--- src/rtl/decode_stage_pkg.sv ---
// Shared constants and types for the decode stage: instruction geometry,
// RV32/RV64 major opcodes, format class codes and the per-entry decode record.
package decode_stage_pkg;

    localparam int ILEN           = 32;
    localparam int REG_ADDR_WIDTH = 5;
    localparam int OPCODE_LENGTH  = 7;

    localparam logic [OPCODE_LENGTH-1:0] OPC_LOAD      = 7'b0000011;
    localparam logic [OPCODE_LENGTH-1:0] OPC_OP_IMM    = 7'b0010011;
    localparam logic [OPCODE_LENGTH-1:0] OPC_AUIPC     = 7'b0010111;
    localparam logic [OPCODE_LENGTH-1:0] OPC_OP_IMM_32 = 7'b0011011;
    localparam logic [OPCODE_LENGTH-1:0] OPC_STORE     = 7'b0100011;
    localparam logic [OPCODE_LENGTH-1:0] OPC_OP        = 7'b0110011;
    localparam logic [OPCODE_LENGTH-1:0] OPC_LUI       = 7'b0110111;
    localparam logic [OPCODE_LENGTH-1:0] OPC_OP_32     = 7'b0111011;
    localparam logic [OPCODE_LENGTH-1:0] OPC_BRANCH    = 7'b1100011;
    localparam logic [OPCODE_LENGTH-1:0] OPC_JALR      = 7'b1100111;
    localparam logic [OPCODE_LENGTH-1:0] OPC_JAL       = 7'b1101111;
    localparam logic [OPCODE_LENGTH-1:0] OPC_SYSTEM    = 7'b1110011;

    typedef enum logic [2:0] {
        FMT_R   = 3'd0,
        FMT_I   = 3'd1,
        FMT_S   = 3'd2,
        FMT_B   = 3'd3,
        FMT_U   = 3'd4,
        FMT_J   = 3'd5,
        FMT_INV = 3'd7
    } fmt_e;

    typedef struct packed {
        logic [REG_ADDR_WIDTH-1:0] rs1;
        logic [REG_ADDR_WIDTH-1:0] rs2;
        logic [REG_ADDR_WIDTH-1:0] rd;
        logic [2:0]                func3;
        logic [6:0]                func7;
        logic [OPCODE_LENGTH-1:0]  opcode;
        fmt_e                      fmt;
        logic                      rs1_en;
        logic                      rs2_en;
        logic                      rd_en;
        logic                      illegal;
    } dec_fields_t;

    // The 32-bit-only opcodes (OP-32, OP-IMM-32) exist only on RV64 cores.
    function automatic fmt_e opcode_to_fmt(input logic [OPCODE_LENGTH-1:0] opc, input logic rv64);
        fmt_e f;
        case (opc)
            OPC_OP:                                    f = FMT_R;
            OPC_OP_32:                                 f = rv64 ? FMT_R : FMT_INV;
            OPC_OP_IMM, OPC_LOAD, OPC_JALR, OPC_SYSTEM: f = FMT_I;
            OPC_OP_IMM_32:                             f = rv64 ? FMT_I : FMT_INV;
            OPC_STORE:                                 f = FMT_S;
            OPC_BRANCH:                                f = FMT_B;
            OPC_LUI, OPC_AUIPC:                        f = FMT_U;
            OPC_JAL:                                   f = FMT_J;
            default:                                   f = FMT_INV;
        endcase
        return f;
    endfunction

endpackage

--- src/rtl/decode_stage_imm_gen.sv ---
// imm_gen: combinational immediate builder. Every RISC-V immediate fits in a
// signed 32-bit value, so it is assembled at 32 bits and then sign-extended
// to XLEN. Only instr[31:7] carries immediate bits, so the opcode is not an input.
module imm_gen
    import decode_stage_pkg::*;
#(
    parameter int XLEN = 32
) (
    input  logic [ILEN-1:OPCODE_LENGTH] instr,
    input  fmt_e                        fmt,
    output logic [XLEN-1:0]             imm
);

    logic signed [31:0] imm32;

    // Pick the immediate layout for the format, then sign-extend to XLEN.
    always_comb begin
        imm32 = '0;
        case (fmt)
            FMT_I:   imm32 = {{20{instr[31]}}, instr[31:20]};
            FMT_S:   imm32 = {{20{instr[31]}}, instr[31:25], instr[11:7]};
            FMT_B:   imm32 = {{19{instr[31]}}, instr[31], instr[7], instr[30:25], instr[11:8], 1'b0};
            FMT_U:   imm32 = {instr[31:12], 12'b0};
            FMT_J:   imm32 = {{11{instr[31]}}, instr[31], instr[19:12], instr[20], instr[30:21], 1'b0};
            default: imm32 = '0;
        endcase
        imm = XLEN'(imm32);
    end

endmodule

--- src/rtl/decode_stage.sv ---
// decode_stage: buffered RV32/RV64 decode between fetch and execute.
// Incoming {pc, instr} pairs are decoded on the way in and stored in a
// DEPTH-entry FIFO; the head entry is held in output registers so every
// output is register-driven and holds its value while the FIFO is empty.
// Optional feature macro: DECODE_ILLEGAL_EN (illegal-instruction flagging).
module decode_stage #(
    parameter int XLEN        = 32,
    parameter int INSTR_WIDTH = 32,
    parameter int DEPTH       = 2
) (
    input  logic                   clk,
    input  logic                   rst,
    input  logic                   flush,
    input  logic                   in_valid,
    output logic                   in_ready,
    input  logic [XLEN-1:0]        in_pc,
    input  logic [INSTR_WIDTH-1:0] in_instr,
    output logic                   out_valid,
    input  logic                   out_ready,
    output logic [XLEN-1:0]        out_pc,
    output logic [4:0]             rs1,
    output logic [4:0]             rs2,
    output logic [4:0]             rd,
    output logic [2:0]             func3,
    output logic [6:0]             func7,
    output logic [6:0]             opcode,
    output logic [XLEN-1:0]        imm,
    output logic [2:0]             fmt,
    output logic                   rs1_en,
    output logic                   rs2_en,
    output logic                   rd_en,
    output logic                   illegal
);
    import decode_stage_pkg::*;

    localparam int PTR_W = $clog2(DEPTH);
    localparam int CNT_W = PTR_W + 1;
    localparam logic IS_RV64 = (XLEN == 64) ? 1'b1 : 1'b0;

    logic [PTR_W-1:0] wr_ptr;
    logic [PTR_W-1:0] rd_ptr;
    logic [PTR_W-1:0] rd_next;
    logic [CNT_W-1:0] count;
    logic [CNT_W-1:0] count_next;
    logic             push;
    logic             pop;

    dec_fields_t      dec_mem [DEPTH];
    logic [XLEN-1:0]  pc_mem  [DEPTH];
    logic [XLEN-1:0]  imm_mem [DEPTH];

    dec_fields_t      in_dec;
    fmt_e             in_fmt;
    logic [XLEN-1:0]  in_imm;

    dec_fields_t      head_dec;
    logic [XLEN-1:0]  head_pc;
    logic [XLEN-1:0]  head_imm;

    imm_gen #(.XLEN(XLEN)) u_imm_gen (
        .instr (in_instr[ILEN-1:OPCODE_LENGTH]),
        .fmt   (in_fmt),
        .imm   (in_imm)
    );

    // Decode the incoming instruction into the record stored per FIFO entry.
    always_comb begin
        in_dec        = '0;
        in_fmt        = opcode_to_fmt(in_instr[6:0], IS_RV64);
        in_dec.rs1    = in_instr[19:15];
        in_dec.rs2    = in_instr[24:20];
        in_dec.rd     = in_instr[11:7];
        in_dec.func3  = in_instr[14:12];
        in_dec.func7  = in_instr[31:25];
        in_dec.opcode = in_instr[6:0];
        in_dec.fmt    = in_fmt;
        in_dec.rs1_en = in_fmt inside {FMT_R, FMT_I, FMT_S, FMT_B};
        in_dec.rs2_en = in_fmt inside {FMT_R, FMT_S, FMT_B};
        in_dec.rd_en  = (in_fmt inside {FMT_R, FMT_I, FMT_U, FMT_J}) && (in_instr[11:7] != 5'd0);
        in_dec.illegal = 1'b0;
`ifdef DECODE_ILLEGAL_EN
        // Only ECALL/EBREAK are accepted in the SYSTEM func3==0 space.
        if ((in_fmt == FMT_INV) ||
            ((in_instr[6:0] == OPC_SYSTEM) && (in_instr[14:12] == 3'd0) && (in_instr[31:20] > 12'd1))) begin
            in_dec.illegal = 1'b1;
            in_dec.rs1_en  = 1'b0;
            in_dec.rs2_en  = 1'b0;
            in_dec.rd_en   = 1'b0;
        end
`endif
    end

    // Handshake and next-state arithmetic; ready depends only on the stored count.
    always_comb begin
        in_ready   = (count != CNT_W'(DEPTH));
        out_valid  = (count != '0);
        push       = in_valid && in_ready;
        pop        = out_valid && out_ready;
        rd_next    = pop ? (rd_ptr + PTR_W'(1)) : rd_ptr;
        count_next = count + CNT_W'(push) - CNT_W'(pop);
    end

    // Store the decoded entry in its slot; a flushed or reset cycle writes nothing.
    always_ff @(posedge clk) begin
        if (push && !rst && !flush) begin
            dec_mem[wr_ptr] <= in_dec;
            pc_mem[wr_ptr]  <= in_pc;
            imm_mem[wr_ptr] <= in_imm;
        end
    end

    // Pointer/count control and the head output registers.
    always_ff @(posedge clk) begin
        if (rst) begin
            wr_ptr   <= '0;
            rd_ptr   <= '0;
            count    <= '0;
            head_dec <= '0;
            head_pc  <= '0;
            head_imm <= '0;
        end else if (flush) begin
            wr_ptr <= '0;
            rd_ptr <= '0;
            count  <= '0;
        end else begin
            if (push) begin
                wr_ptr <= wr_ptr + PTR_W'(1);
            end
            rd_ptr <= rd_next;
            count  <= count_next;
            if (count_next != '0) begin
                if (push && (wr_ptr == rd_next)) begin
                    head_dec <= in_dec;
                    head_pc  <= in_pc;
                    head_imm <= in_imm;
                end else begin
                    head_dec <= dec_mem[rd_next];
                    head_pc  <= pc_mem[rd_next];
                    head_imm <= imm_mem[rd_next];
                end
            end
        end
    end

    // Outputs are taken straight from the head registers.
    always_comb begin
        out_pc  = head_pc;
        rs1     = head_dec.rs1;
        rs2     = head_dec.rs2;
        rd      = head_dec.rd;
        func3   = head_dec.func3;
        func7   = head_dec.func7;
        opcode  = head_dec.opcode;
        imm     = head_imm;
        fmt     = head_dec.fmt;
        rs1_en  = head_dec.rs1_en;
        rs2_en  = head_dec.rs2_en;
        rd_en   = head_dec.rd_en;
        illegal = head_dec.illegal;
    end

endmodule

--- config.mk ---
export PLATFORM = sky130hd
export DESIGN_NAME = decode_stage
export DESIGN_NICKNAME = d
export VERILOG_FILES = /design/src/rtl/decode_stage_pkg.sv /design/src/rtl/decode_stage_imm_gen.sv /design/src/rtl/decode_stage.sv
export SDC_FILE = /design/constraint.sdc
export NUM_CORES = 1
export LEC_CHECK = 0
export ABC_CLOCK_PERIOD_IN_PS = 6200
export BUFFER_PORTS_ARGS = -buffer_cell sky130_fd_sc_hd__buf_2
export CAP_MARGIN = 30
export CELL_PAD_IN_SITES_DETAIL_PLACEMENT = 2
export CELL_PAD_IN_SITES_GLOBAL_PLACEMENT = 2
export CORE_UTILIZATION = 34
export CTS_CLUSTER_DIAMETER = 150
export CTS_CLUSTER_SIZE = 10
export DETAILED_ROUTE_END_ITERATION = 10
export PLACE_DENSITY_LB_ADDON = 0.1
export SYNTH_ARGS = -nofsm -noshare
export SYNTH_HDL_FRONTEND = slang
export SYNTH_SLANG_ARGS = --single-unit
--- constraint.sdc ---
create_clock -name clk -period 6.2 [get_ports clk]
set_input_delay 0 -clock clk [delete_from_list [all_inputs] [get_ports clk]]
set_output_delay 0 -clock clk [all_outputs]
set_load 0.02 [all_outputs]
==> qor.log, run 1 <==
INFO  place          pre_cts_slack=2.578ns
INFO  critical_path  worst-endpoint-required=6.61ns
INFO  critical_path  critPathLaunch=count[1]$_SDFF_PP0_
INFO  die            floorplan.initialDensity=0.3468
INFO  die            std_cell_rows=70
INFO  routing        antenna_left=0
INFO  sta            achievable_frequency=281.0MHz
INFO  logic_synthesis yosys_register_bits=310
INFO  place          detailed_place.area=14040um2
INFO  sta            final_min_period_over_clock_period=0.5740
INFO  sta            final-max-slew-violation-count=0
INFO  clock_network  tritoncts=yes
INFO  sta            fin_tns_setup=0ns
INFO  routing        post_drt_via_cell_ratio=5.300
INFO  cells_and_area final_net_count=1376
INFO  sta            rsz0062_at_grt=no
INFO  critical_path  worstPathMaxFanout=56
INFO  clock_network  cts.reportedPaths.clkPinSlew=0.06ns
INFO  cells_and_area drive_gt1_frac=0.1955
INFO  sta            max_slew.worst_pin.slew=0.9921ns
INFO  critical_path  reg2reg_setup_slack=2.64ns
INFO  logic_synthesis syn_area_cell=11.56um2
INFO  logic_synthesis ys_dominant_reg_cell=edfxtp_1
INFO  critical_path  timing.critical_path.slowest_cell_delay=0.51ns
INFO  place          dp.final_hpwl=23390um
INFO  clock_network  cts.sink_count=310
INFO  cells_and_area fin_cells=1799
INFO  clock_network  postCtsSetupBuffers=0
INFO  logic_synthesis syn-num-nets=1175
INFO  place          buffer_ports.inserted=172
INFO  logic_synthesis yosys_warnings=0
INFO  die            coreArea=36790um2
INFO  logic_synthesis post_synth_num_cell_types=56
INFO  cells_and_area final_design_area_no_fill=15780um2
INFO  routing        route.detailed.drc=0
INFO  routing        route.detailed.wl_per_inst=22.13um
INFO  clock_network  cts-buffers-inserted=36
INFO  logic_synthesis synth-edff-count=204
INFO  min_path       whs_path_depth=2
INFO  power          p_per_area=314.9nW/um2
INFO  die            floorplan.io_pins=174
INFO  power          design_power_total=4.968mW
INFO  clock_network  root_buffer_master=clkbuf_16
INFO  sta            final.hold.worst_slack=0.04418ns
INFO  routing        dr.pass1.iters=5
INFO  place          place.gp.congestion=0.7205
INFO  min_path       worstHoldEndpoint=rs1[1]$_SDFFE_PP0P_
INFO  global_routing first_global_vias=10510
INFO  routing        num_vias=9534
INFO  global_routing grt_first_pass_wirelength=61430um
INFO  cells_and_area multiInputGateArea=4154um2
INFO  critical_path  path_class=register to register
INFO  routing        drt_wl_total=39810um
INFO  power          ir_worst_vdd=161.0uV
INFO  die            die-width=195.7um
INFO  global_routing grt_start_max_net_pins=90
INFO  critical_path  timing.reg2reg.worst_path_depth=10
INFO  critical_path  critical_path_arrival=3.97ns
INFO  cells_and_area fillers=3776
INFO  global_routing grtUsageTotal=0.2084
INFO  logic_synthesis synthesis.area=12760um2
INFO  sta            timing.max_slew.rel_slack=0.3357
INFO  critical_path  crit_family=buffers and inverters
INFO  global_routing grt_antenna_before_repair=0
INFO  critical_path  worstSetupEndpointType=register
INFO  logic_synthesis share_of_synthesized_flip_flops_with_an_asynchronous_set_or_reset=0
INFO  sta            timing_hold_violations_final=0
INFO  clock_network  clock_path_buffers=3
INFO  cells_and_area finish.utilization=0.4289
INFO  cells_and_area ff_latch_area=8248um2
INFO  sta            setup-violations-final=0
INFO  sta            post-route-min-period=3.559ns
INFO  cells_and_area area_growth=23.65%
INFO  place          numPlacedInstances=1668
INFO  power          p_leak=6.323nW
INFO  global_routing total_global_routing_overflow=0
INFO  sta            fin_worst_skew=0.008870ns
INFO  logic_synthesis synthCells=1104
INFO  sta            setup_ws=2.641ns
INFO  min_path       hold_class=input port to register
INFO  critical_path  critical_path.startpoint_type=register
INFO  critical_path  reg2reg_from=count[1]$_SDFF_PP0_
INFO  die            fp.dieH=195.7um
INFO  logic_synthesis share_of_the_yosys_chip_area_belonging_to_registers=0.6465
INFO  clock_network  cts_max_level=2
INFO  critical_path  crit-reg2reg-capture=rs2[1]$_SDFFE_PP0P_
INFO  routing        detail_route.iter0.violations=350
INFO  outcome        outcome=finished clean
INFO  critical_path  path_buf_inv=3
INFO  critical_path  crit_chain=o21a_1 -> ha_1 -> inv_1 -> ha_1 -> xnor3_1 -> a21oi_4 -> buf_4 -> nand2b_2 -> buf_4 -> o31ai_1
INFO  die            design.die.area=38300um2
INFO  critical_path  cell_at_the_slowest_stage_of_the_critical_path=buf_4
INFO  clock_network  clk-insertion-delay-late=0.52ns
INFO  min_path       holdCritStartpoint=rst
INFO  run            max_cap_violations=0
-- sequential cells by signal, summed over array words and instances (netlist names), 7 cells and up --
| signal | count |
|---|---|
| dec_mem | 76 |
| func7 | 7 |
| imm | 32 |
| imm_mem | 64 |
| opcode | 7 |
| out_pc | 32 |
| pc_mem | 64 |
-- cell type report --
type / count / share of cell area
diodes: 1 / 0.0001586
clock buffers: 62 / 0.06598
clock inverters: 1 / 0.001031
inverters: 16 / 0.003807
multi-input cells: 687 / 0.2633
flip-flops and latches: 310 / 0.5228
well taps: 468 / 0.03712
repair buffers: 254 / 0.1058
-- power by group --
part / internal (mW) / switching [mW] / leakage [nW]
clock network: 1.14 / 0.815 / 0.504
registers: 2.29 / 0.0544 / 2.83
logic: 0.229 / 0.437 / 2.99
total: 3.66 / 1.31 / 6.32
-- cells in the mapped netlist, types with 8 or more instances --
library cell  instances  area share
nand3_1              18      0.0071
nand2_1             156       0.046
clkbuf_1             59       0.017
dfxtp_1             106        0.17
a31oi_1              12      0.0059
and2_1                9      0.0044
o31a_1               11      0.0076
nor2_1               95       0.028
edfxtp_1            204        0.48
o22ai_1               8      0.0039
mux2i_1              13       0.010
o31ai_1              60       0.035
nand3b_1             62       0.036
inv_1                16      0.0047
buf_2                17      0.0067
a311oi_1             12      0.0082
o211ai_1             10      0.0059
buf_1                13      0.0038
a21oi_1              27       0.011
mux2_2               15       0.013
nor4_1               13      0.0064
nor3_1               16      0.0063
and3_1               71       0.035
a21o_1               12      0.0071
-- routing by layer --
metal	global-route usage	vias to the layer above	share of wire
met1	0.2661	4850	0.44
met4	0.05440	0	0.018
met2	0.3713	188	0.50
met3	0.02699	43	0.038
met5	0	-	0
li1	-	4453	-
-- how the worst max path moves through the flow --
stage | cells after the start | slack (ns) | end
floorplan | 4 | 1.94 | dec_mem[0][0]$_DFFE_PP_
CTS | 10 | 2.54 | rs2[1]$_SDFFE_PP0P_
finish | 10 | 2.64 | rs2[1]$_SDFFE_PP0P_
global route | 10 | 2.40 | out_pc[23]$_SDFFE_PP0P_
global placement | 10 | 2.74 | out_pc[26]$_SDFFE_PP0P_
detailed placement | 10 | 2.58 | rs2[1]$_SDFFE_PP0P_
-- placed cells by master (no fill, tap or decap), types with 8 or more instances in the layout --
master	instances
a21o_1	11
a21oi_1	26
a311oi_1	12
a31oi_1	12
and2_1	8
and3_1	71
buf_2	171
buf_4	15
clkbuf_1	24
clkbuf_16	38
dfxtp_1	106
dlygate4sd3_1	66
edfxtp_1	204
inv_1	16
mux2_2	15
mux2i_1	13
nand2_1	155
nand3_1	18
nand3b_1	62
nor2_1	95
nor3_1	16
nor4_1	12
o211ai_1	10
o22ai_1	8
o31a_1	11
o31ai_1	60
-- timing repair --
action                                 CTS  global route
hold buffers                            66             0
endpoints found under the hold margin  247             0
gates resized for setup                  0             0
-- kinds of logic (layout without fill, tap and decap cells) --
logic type	count (synthesis)	after routing	share of synthesized area
xor+xnor	7	7	0.006473
flops	310	310	0.6465
mux	28	28	0.02344
fa+ha+maj	2	2	0.001961
other cells	1	2	0.0002939
buf+inv	107	333	0.03403
compound gates	170	170	0.09630
simple gates	479	479	0.1910
No activity file was read; power rests on OpenSTA's default activity.
==> inputs of run 2 (changes only) <==
ABC_CLOCK_PERIOD_IN_PS = 2900   (was 6200)
clock period = 2.9 ns   (was 6.2 ns; I/O delays follow)
==> run 2 against run 1 <==
Effect of this change: worst hold slack better by 0.16 ns; clock power up 110%; global-route usage up 0.15 points; largest power group unchanged.
==> qor.log, run 2 (synthesized netlist as in run 1, its figures left out) <==
INFO  outcome        outcome=finished clean
INFO  critical_path  critical_path_arrival=3.05ns [-0.92 ns]
INFO  clock_network  cts-buffers-inserted=36 [unchanged]
INFO  clock_network  postCtsSetupBuffers=0 [unchanged]
INFO  sta            timing_hold_violations_final=0 [unchanged]
INFO  power          cell_internal_power_dissipation=7.765mW [+110%]
INFO  cells_and_area largest_register_ffs=76 [unchanged]
INFO  clock_network  root_buffer_master=clkbuf_16
INFO  cells_and_area biggestRegsByFlops=dec_mem x76, imm_mem x64, pc_mem x64
INFO  cells_and_area mostFrequentLayoutCell=edfxtp_1
INFO  sta            setup-violations-final=0 [unchanged]
INFO  routing        num_vias=9683 [+1.6%]
INFO  critical_path  worstSetupEndpoint=imm[19]$_SDFFE_PP0P_
INFO  place          buffer_ports.inserted=172 [unchanged]
INFO  critical_path  timing.reg2reg.worst_path_depth=11 [+1]
INFO  power          p_leak=6.411nW [+1.4%]
INFO  sta            final-max-slew-violation-count=0 [unchanged]
INFO  cells_and_area antenna_cells=0 [-1]
INFO  routing        drt_wl_total=40080um [+0.67%]
INFO  clock_network  clk-insertion-delay-late=0.53ns [about the same]
INFO  global_routing grt_first_pass_wirelength=61920um [+0.80%]
INFO  critical_path  worstPathMaxFanout=16 [-71%]
INFO  die            std_cell_rows=70 [unchanged]
INFO  critical_path  worstSetupEndpointType=register
INFO  clock_network  cts.sink_count=310 [unchanged]
INFO  routing        dr.pass1.iters=4 [-1]
INFO  critical_path  crit-reg2reg-capture=imm[19]$_SDFFE_PP0P_
INFO  global_routing first_global_vias=10540 [+0.26%]
INFO  power          design_power_total=10.59mW [+110%]
INFO  sta            achievable_frequency=381.7MHz [+36%]
INFO  die            floorplan.initialDensity=0.3468 [unchanged]
INFO  power          p_per_area=663.7nW/um2 [+110%]
INFO  critical_path  critPathLaunch=count[0]$_SDFF_PP0_
INFO  power          switching_fraction_of_total_power=0.2665 [+0.003389]
INFO  critical_path  critical_path.startpoint_type=register
INFO  cells_and_area drive_gt1_frac=0.2046 [+0.009124]
INFO  sta            post-route-min-period=2.620ns [-0.9385 ns]
INFO  cells_and_area final_net_count=1390 [+1.0%]
INFO  die            die-width=195.7um [unchanged]
INFO  critical_path  reg2reg_from=count[0]$_SDFF_PP0_
INFO  power          comb_power_share=0.140 [+0.006]
INFO  power          share_of_total_power_in_the_clock_network=0.386 [-0.007]
INFO  routing        route.detailed.wl_per_inst=22.12um [about the same]
INFO  routing        route.detailed.drc=0 [unchanged]
INFO  clock_network  tritoncts=yes
INFO  power          power.switching=2.821mW [+120%]
INFO  place          detailed_place.area=14260um2 [+1.6%]
INFO  min_path       whs_path_depth=3 [+1]
INFO  die            floorplan.io_pins=174 [unchanged]
INFO  die            design.die.area=38300um2 [unchanged]
INFO  cells_and_area area_growth=25.03%
INFO  sta            final_min_period_over_clock_period=0.9034 [+0.3295]
INFO  sta            fin_worst_skew=0.01990ns [+0.01103 ns]
INFO  sta            rsz0062_at_grt=no
INFO  global_routing grt_antenna_before_repair=0 [unchanged]
INFO  sta            timing.max_slew.rel_slack=0.4824 [+0.1467]
INFO  sta            max_slew.worst_pin.slew=0.7664ns [-0.2257 ns]
INFO  power          ir_worst_vdd=493.9uV [+210%]
INFO  routing        post_drt_via_cell_ratio=5.344 [+0.83%]
INFO  routing        detail_route.iter0.violations=328 [-6.3%]
INFO  global_routing total_global_routing_overflow=0 [unchanged]
INFO  run            max_cap_violations=0 [unchanged]
INFO  global_routing grtUsageTotal=0.2098 [+0.001470]
INFO  die            coreArea=36790um2 [unchanged]
INFO  cells_and_area final_cell_mix=204 x edfxtp_1, 171 x buf_2, 155 x nand2_1, 106 x dfxtp_1, 95 x nor2_1
INFO  cells_and_area finish.utilization=0.4336 [+0.004761]
INFO  clock_network  cts.reportedPaths.clkPinSlew=0.06ns [about the same]
INFO  sta            final.hold.worst_slack=0.2046ns [+0.1605 ns]
INFO  clock_network  cts_max_level=2 [unchanged]
INFO  sta            fin_tns_setup=0ns [unchanged]
INFO  place          place.gp.congestion=0.6944 [-3.6%]
INFO  die            fp.dieH=195.7um [unchanged]
INFO  clock_network  clock_path_buffers=3 [unchanged]
INFO  power          power_frac_seq=0.474 [about the same]
INFO  cells_and_area register_with_the_most_flip_flops=dec_mem
INFO  critical_path  reg2reg_setup_slack=0.28ns [-2.36 ns]
INFO  routing        antenna_left=0 [unchanged]
INFO  cells_and_area final_design_area_no_fill=15950um2 [+1.1%]
INFO  global_routing grt_start_max_net_pins=109 [+21%]
INFO  critical_path  path_class=register to register
INFO  critical_path  worst-endpoint-required=3.33ns [-3.28 ns]
INFO  place          dp.final_hpwl=24110um [+3.1%]
INFO  min_path       hold_class=input port to register
run 2: cell type report:
class	instances	area, um2
Clock buffer	61	994.7
Clock inverter	2	25.02
Fill cell	3795	20830
Inverter	16	60.06
Multi-Input combinational cell	688	4172
Sequential cell	310	8248
Tap cell	468	585.6
Timing Repair Buffer	267	1867
run 2: power groups by stage:
stage | clock [mW] | sequential, mW | combinational [mW]
finish | 4.09 | 5.02 | 1.48
global route | 4.40 | 5.04 | 1.61
CTS | 4.23 | 5.02 | 1.50
detailed placement | 0 | 5.11 | 1.42
global placement | 0 | 5.10 | 1.39
floorplan | 0 | 5.27 | 0.657
run 2: worst min path at each step:
stage	startpoint	endpoint	slack [ns]
2_1_floorplan	flush	count[0]$_SDFF_PP0_	0.08
3_5_place_dp	in_instr[14]	dec_mem[1][22]$_DFFE_PP_	0.21
4_1_cts	rst	func3[2]$_SDFFE_PP0P_	0.19
5_1_grt	rst	func3[2]$_SDFFE_PP0P_	0.21
6_report	rst	func3[2]$_SDFFE_PP0P_	0.20
3_3_place_gp	in_instr[14]	dec_mem[1][22]$_DFFE_PP_	0.21
run 2: per-layer routing:
layer  track usage  vias up  wire length (um)
met5             0        -                 0
met4       0.04630        0               648
met3       0.02837       47              1371
met2        0.3716      169             19950
met1        0.2726     4982             18110
li1              -     4485                 -
run 2: repair_timing:
| action | CTS | global route |
|---|---|---|
| hold buffers | 66 | 0 |
| setup endpoints to repair | 0 | 2 |
| gates resized for setup | 0 | 1 |
| endpoints found under the hold margin | 243 | 0 |
run 2: metrics by stage:
step | cells | setup WS, ns
4_1_cts | 1811 | 0.1152
5_1_grt | 1812 | 0.07331
2_1_floorplan | 1104 | 0.02770
6_report | 1812 | 0.2800
3_5_place_dp | 1682 | 0.1419
3_3_place_gp | 1682 | 0.3084
run 2: worst max-delay path: stages, from the launching register on:
cell and delay (ns):
dfxtp_1 0.38, nand2b_4 0.15, nand2_1 0.09, ha_1 0.28
inv_1 0.04, ha_1 0.19, xnor3_2 0.32, a21o_4 0.29
buf_4 0.27, a21oi_1 0.06, and3_1 0.19, nor4_1 0.27
==> inputs of run 3 (changes only) <==
ABC_CLOCK_PERIOD_IN_PS = 2700   (was 2900)
CORE_UTILIZATION = 38   (was 34)
clock period = 2.7 ns   (was 2.9 ns; I/O delays follow)
==> run 3 against run 2 <==
Effect of this change: wire length rose by 1.4%; power rose by 8.2%; register-to-register slack got worse by 0.18 ns.
==> qor.log, run 3 (synthesized netlist as in run 1, its figures left out) <==
INFO  outcome        outcome=finished clean
INFO  clock_network  root_buffer_master=clkbuf_16
INFO  global_routing grt_start_max_net_pins=97 [-11%]
INFO  clock_network  clock_path_buffers=3 [unchanged]
INFO  sta            final-max-slew-violation-count=0 [unchanged]
INFO  critical_path  path_class=register to register
INFO  sta            timing_hold_violations_final=0 [unchanged]
INFO  routing        num_vias=9914 [+2.4%]
INFO  routing        route.detailed.drc=0 [unchanged]
INFO  power          p_leak=6.467nW [+0.87%]
INFO  cells_and_area final_net_count=1394 [+0.29%]
INFO  cells_and_area final_cell_mix=204 x edfxtp_1, 171 x buf_2, 155 x nand2_1, 105 x dfxtp_1, 95 x nor2_1
INFO  sta            setup_ws=0.09963ns [-0.1804 ns]
INFO  sta            post-route-min-period=2.600ns [-0.01963 ns]
INFO  global_routing first_global_vias=10750 [+2.0%]
INFO  power          design_power_total=11.46mW [+8.2%]
INFO  place          buffer_ports.inserted=172 [unchanged]
INFO  critical_path  worstSetupEndpointType=register
INFO  die            std_cell_rows=66 [-5.7%]
INFO  global_routing grt_first_pass_wirelength=62130um [+0.35%]
INFO  sta            rsz0062_at_grt=no
INFO  place          place.gp.congestion=0.7369 [+6.1%]
INFO  critical_path  worstPathMaxFanout=24 [+8]
INFO  die            die-width=185.2um [-5.4%]
INFO  routing        drt_wl_total=40650um [+1.4%]
INFO  die            design.die.area=34310um2 [-10%]
INFO  critical_path  worst-endpoint-required=3.10ns [-0.23 ns]
INFO  power          p_per_area=715.4nW/um2 [+7.8%]
INFO  critical_path  critical_path.startpoint_type=register
INFO  global_routing grtUsageTotal=0.2381 [+0.02828]
INFO  routing        detail_route.iter0.violations=575 [+75%]
INFO  die            coreArea=32780um2 [-11%]
INFO  cells_and_area mostFrequentLayoutCell=edfxtp_1
INFO  clock_network  tritoncts=yes
INFO  critical_path  timing.critical_path.slowest_cell_delay=0.35ns [-0.03 ns]
INFO  sta            fin_worst_skew=0.02112ns [+0.001229 ns]
INFO  cells_and_area area_growth=25.51%
INFO  clock_network  clk-insertion-delay-late=0.52ns [about the same]
INFO  place          dp.final_hpwl=23880um [-0.98%]
INFO  run            max_cap_violations=0 [unchanged]
INFO  cells_and_area register_with_the_most_flip_flops=dec_mem
INFO  routing        post_drt_via_cell_ratio=5.542 [+3.7%]
INFO  cells_and_area largest_register_ffs=76 [unchanged]
INFO  sta            achievable_frequency=384.6MHz [+0.76%]
INFO  global_routing grt_antenna_before_repair=1 [+1]
INFO  routing        dr.pass1.iters=4 [unchanged]
INFO  sta            max_slew.worst_pin.slew=0.7855ns [+0.01913 ns]
INFO  clock_network  cts_max_level=2 [unchanged]
INFO  cells_and_area drive_gt1_frac=0.2086 [+0.003999]
INFO  global_routing total_global_routing_overflow=0 [unchanged]
INFO  critical_path  critical_path_arrival=3.00ns [-0.05 ns]
INFO  min_path       hold_class=input port to register
INFO  clock_network  cts-buffers-inserted=36 [unchanged]
INFO  power          ir_worst_vdd=595.3uV [+21%]
INFO  critical_path  most_numerous_cell_on_the_critical_path=ha_1
INFO  sta            setup-violations-final=0 [unchanged]
INFO  place          pre_cts_slack=0.03283ns [-0.1091 ns]
INFO  die            floorplan.io_pins=174 [unchanged]
INFO  sta            final_min_period_over_clock_period=0.9631 [+0.05965]
INFO  clock_network  cts.sink_count=310 [unchanged]
INFO  die            floorplan.initialDensity=0.3892 [+0.04233]
INFO  critical_path  reg2reg_setup_slack=0.1ns [-0.18 ns]
INFO  cells_and_area antenna_cells=0 [unchanged]
INFO  sta            timing.max_slew.rel_slack=0.4628 [-0.01961]
INFO  critical_path  crit_chain=o21a_1 -> ha_1 -> inv_1 -> ha_1 -> xnor3_2 -> a21o_4 -> buf_4 -> bufbuf_16 -> o31a_1
INFO  routing        antenna_left=0 [unchanged]
INFO  critical_path  cell_at_the_slowest_stage_of_the_critical_path=dfxtp_1
INFO  die            fp.dieH=185.2um [-5.4%]
INFO  cells_and_area biggestRegsByFlops=dec_mem x76, imm_mem x64, pc_mem x64
INFO  routing        route.detailed.wl_per_inst=22.72um [+2.7%]
INFO  clock_network  cts.reportedPaths.clkPinSlew=0.06ns [about the same]
==> run 3: cell types whose count changed in the layout (fill, tap and decap cells not counted), sizes merged <==
cell	before	now
buf	201	203
bufbuf	0	1
clkinv	1	0
inv	17	18
==> run 3: cell type report <==
type / count / area (um2)
multi-input combinational: 688 / 4170
tap: 442 / 553.0
sequential: 310 / 8249
inverter: 16 / 60.06
timing repair buffer: 271 / 1951
fill: 3287 / 16770
clock inverter: 2 / 17.52
clock buffer: 60 / 1012
==> run 3: report_power, final <==
| part | leakage, nW | internal (mW) | switching, mW |
|---|---|---|---|
| combinational | 3.14 | 0.611 | 1.05 |
| sequential | 2.83 | 5.27 | 0.128 |
| clock | 0.492 | 2.55 | 1.85 |
| total | 6.47 | 8.43 | 3.03 |
==> run 3: metal layers <==
layer | part of all wire | GRT usage | wire, um | vias to the layer above
li1 | - | - | - | 4489
met1 | 0.44 | 0.2999 | 17740 | 5178
met5 | 0.00032 | 0 | 13 | -
met4 | 0.016 | 0.05256 | 662 | 2
met3 | 0.033 | 0.03343 | 1338 | 51
met2 | 0.51 | 0.4295 | 20900 | 194
==> run 3: what timing repair did <==
action,in CTS,in global routing
gates cloned,1,2
endpoints found under the setup margin,2,8
hold endpoints to repair,253,0
gates resized for setup,1,2
hold buffers,66,0
pin swaps,0,3
buffers inserted,0,2
==> run 3: path summary, 6_finish.rpt <==
| kind | startpoint | to | cells past startpoint |
|---|---|---|---|
| setup / recovery | count[1]$_SDFF_PP0_ | imm[27]$_SDFFE_PP0P_ | 9 |
| hold / removal | in_instr[13] | dec_mem[0][21]$_DFFE_PP_ | 2 |
| setup reg to reg | count[1]$_SDFF_PP0_ | imm[27]$_SDFFE_PP0P_ | 9 |
| hold reg to reg | func3[0]$_SDFFE_PP0P_ | func3[0]$_SDFFE_PP0P_ | 2 |
==> run 3: worst max-delay path, delay by kind of cell, from the launching register on <==
| family | cells | cell delay [ns] |
|---|---|---|
| AOI/OAI and AO/OA | 3 | 0.81 |
| buffers and inverters | 3 | 0.52 |
| adders and majority gates | 2 | 0.46 |
| DFF | 1 | 0.35 |
| xor gates and xnor gates | 1 | 0.33 |
==> run 3: metrics by stage <==
step	utilization	setup TNS, ns	hold slack, ns	area [um2]	std cells
4_1_cts	0.4868	0	0.1926	15960	1785
2_1_floorplan	-	-9.779	0.06936	12790	1104
5_1_grt	0.4884	0	0.2215	16010	1789
3_5_place_dp	0.4340	0	0.2106	14230	1656
3_3_place_gp	0.4340	0	0.2010	14230	1656
6_report	0.4884	0	0.2209	16010	1789
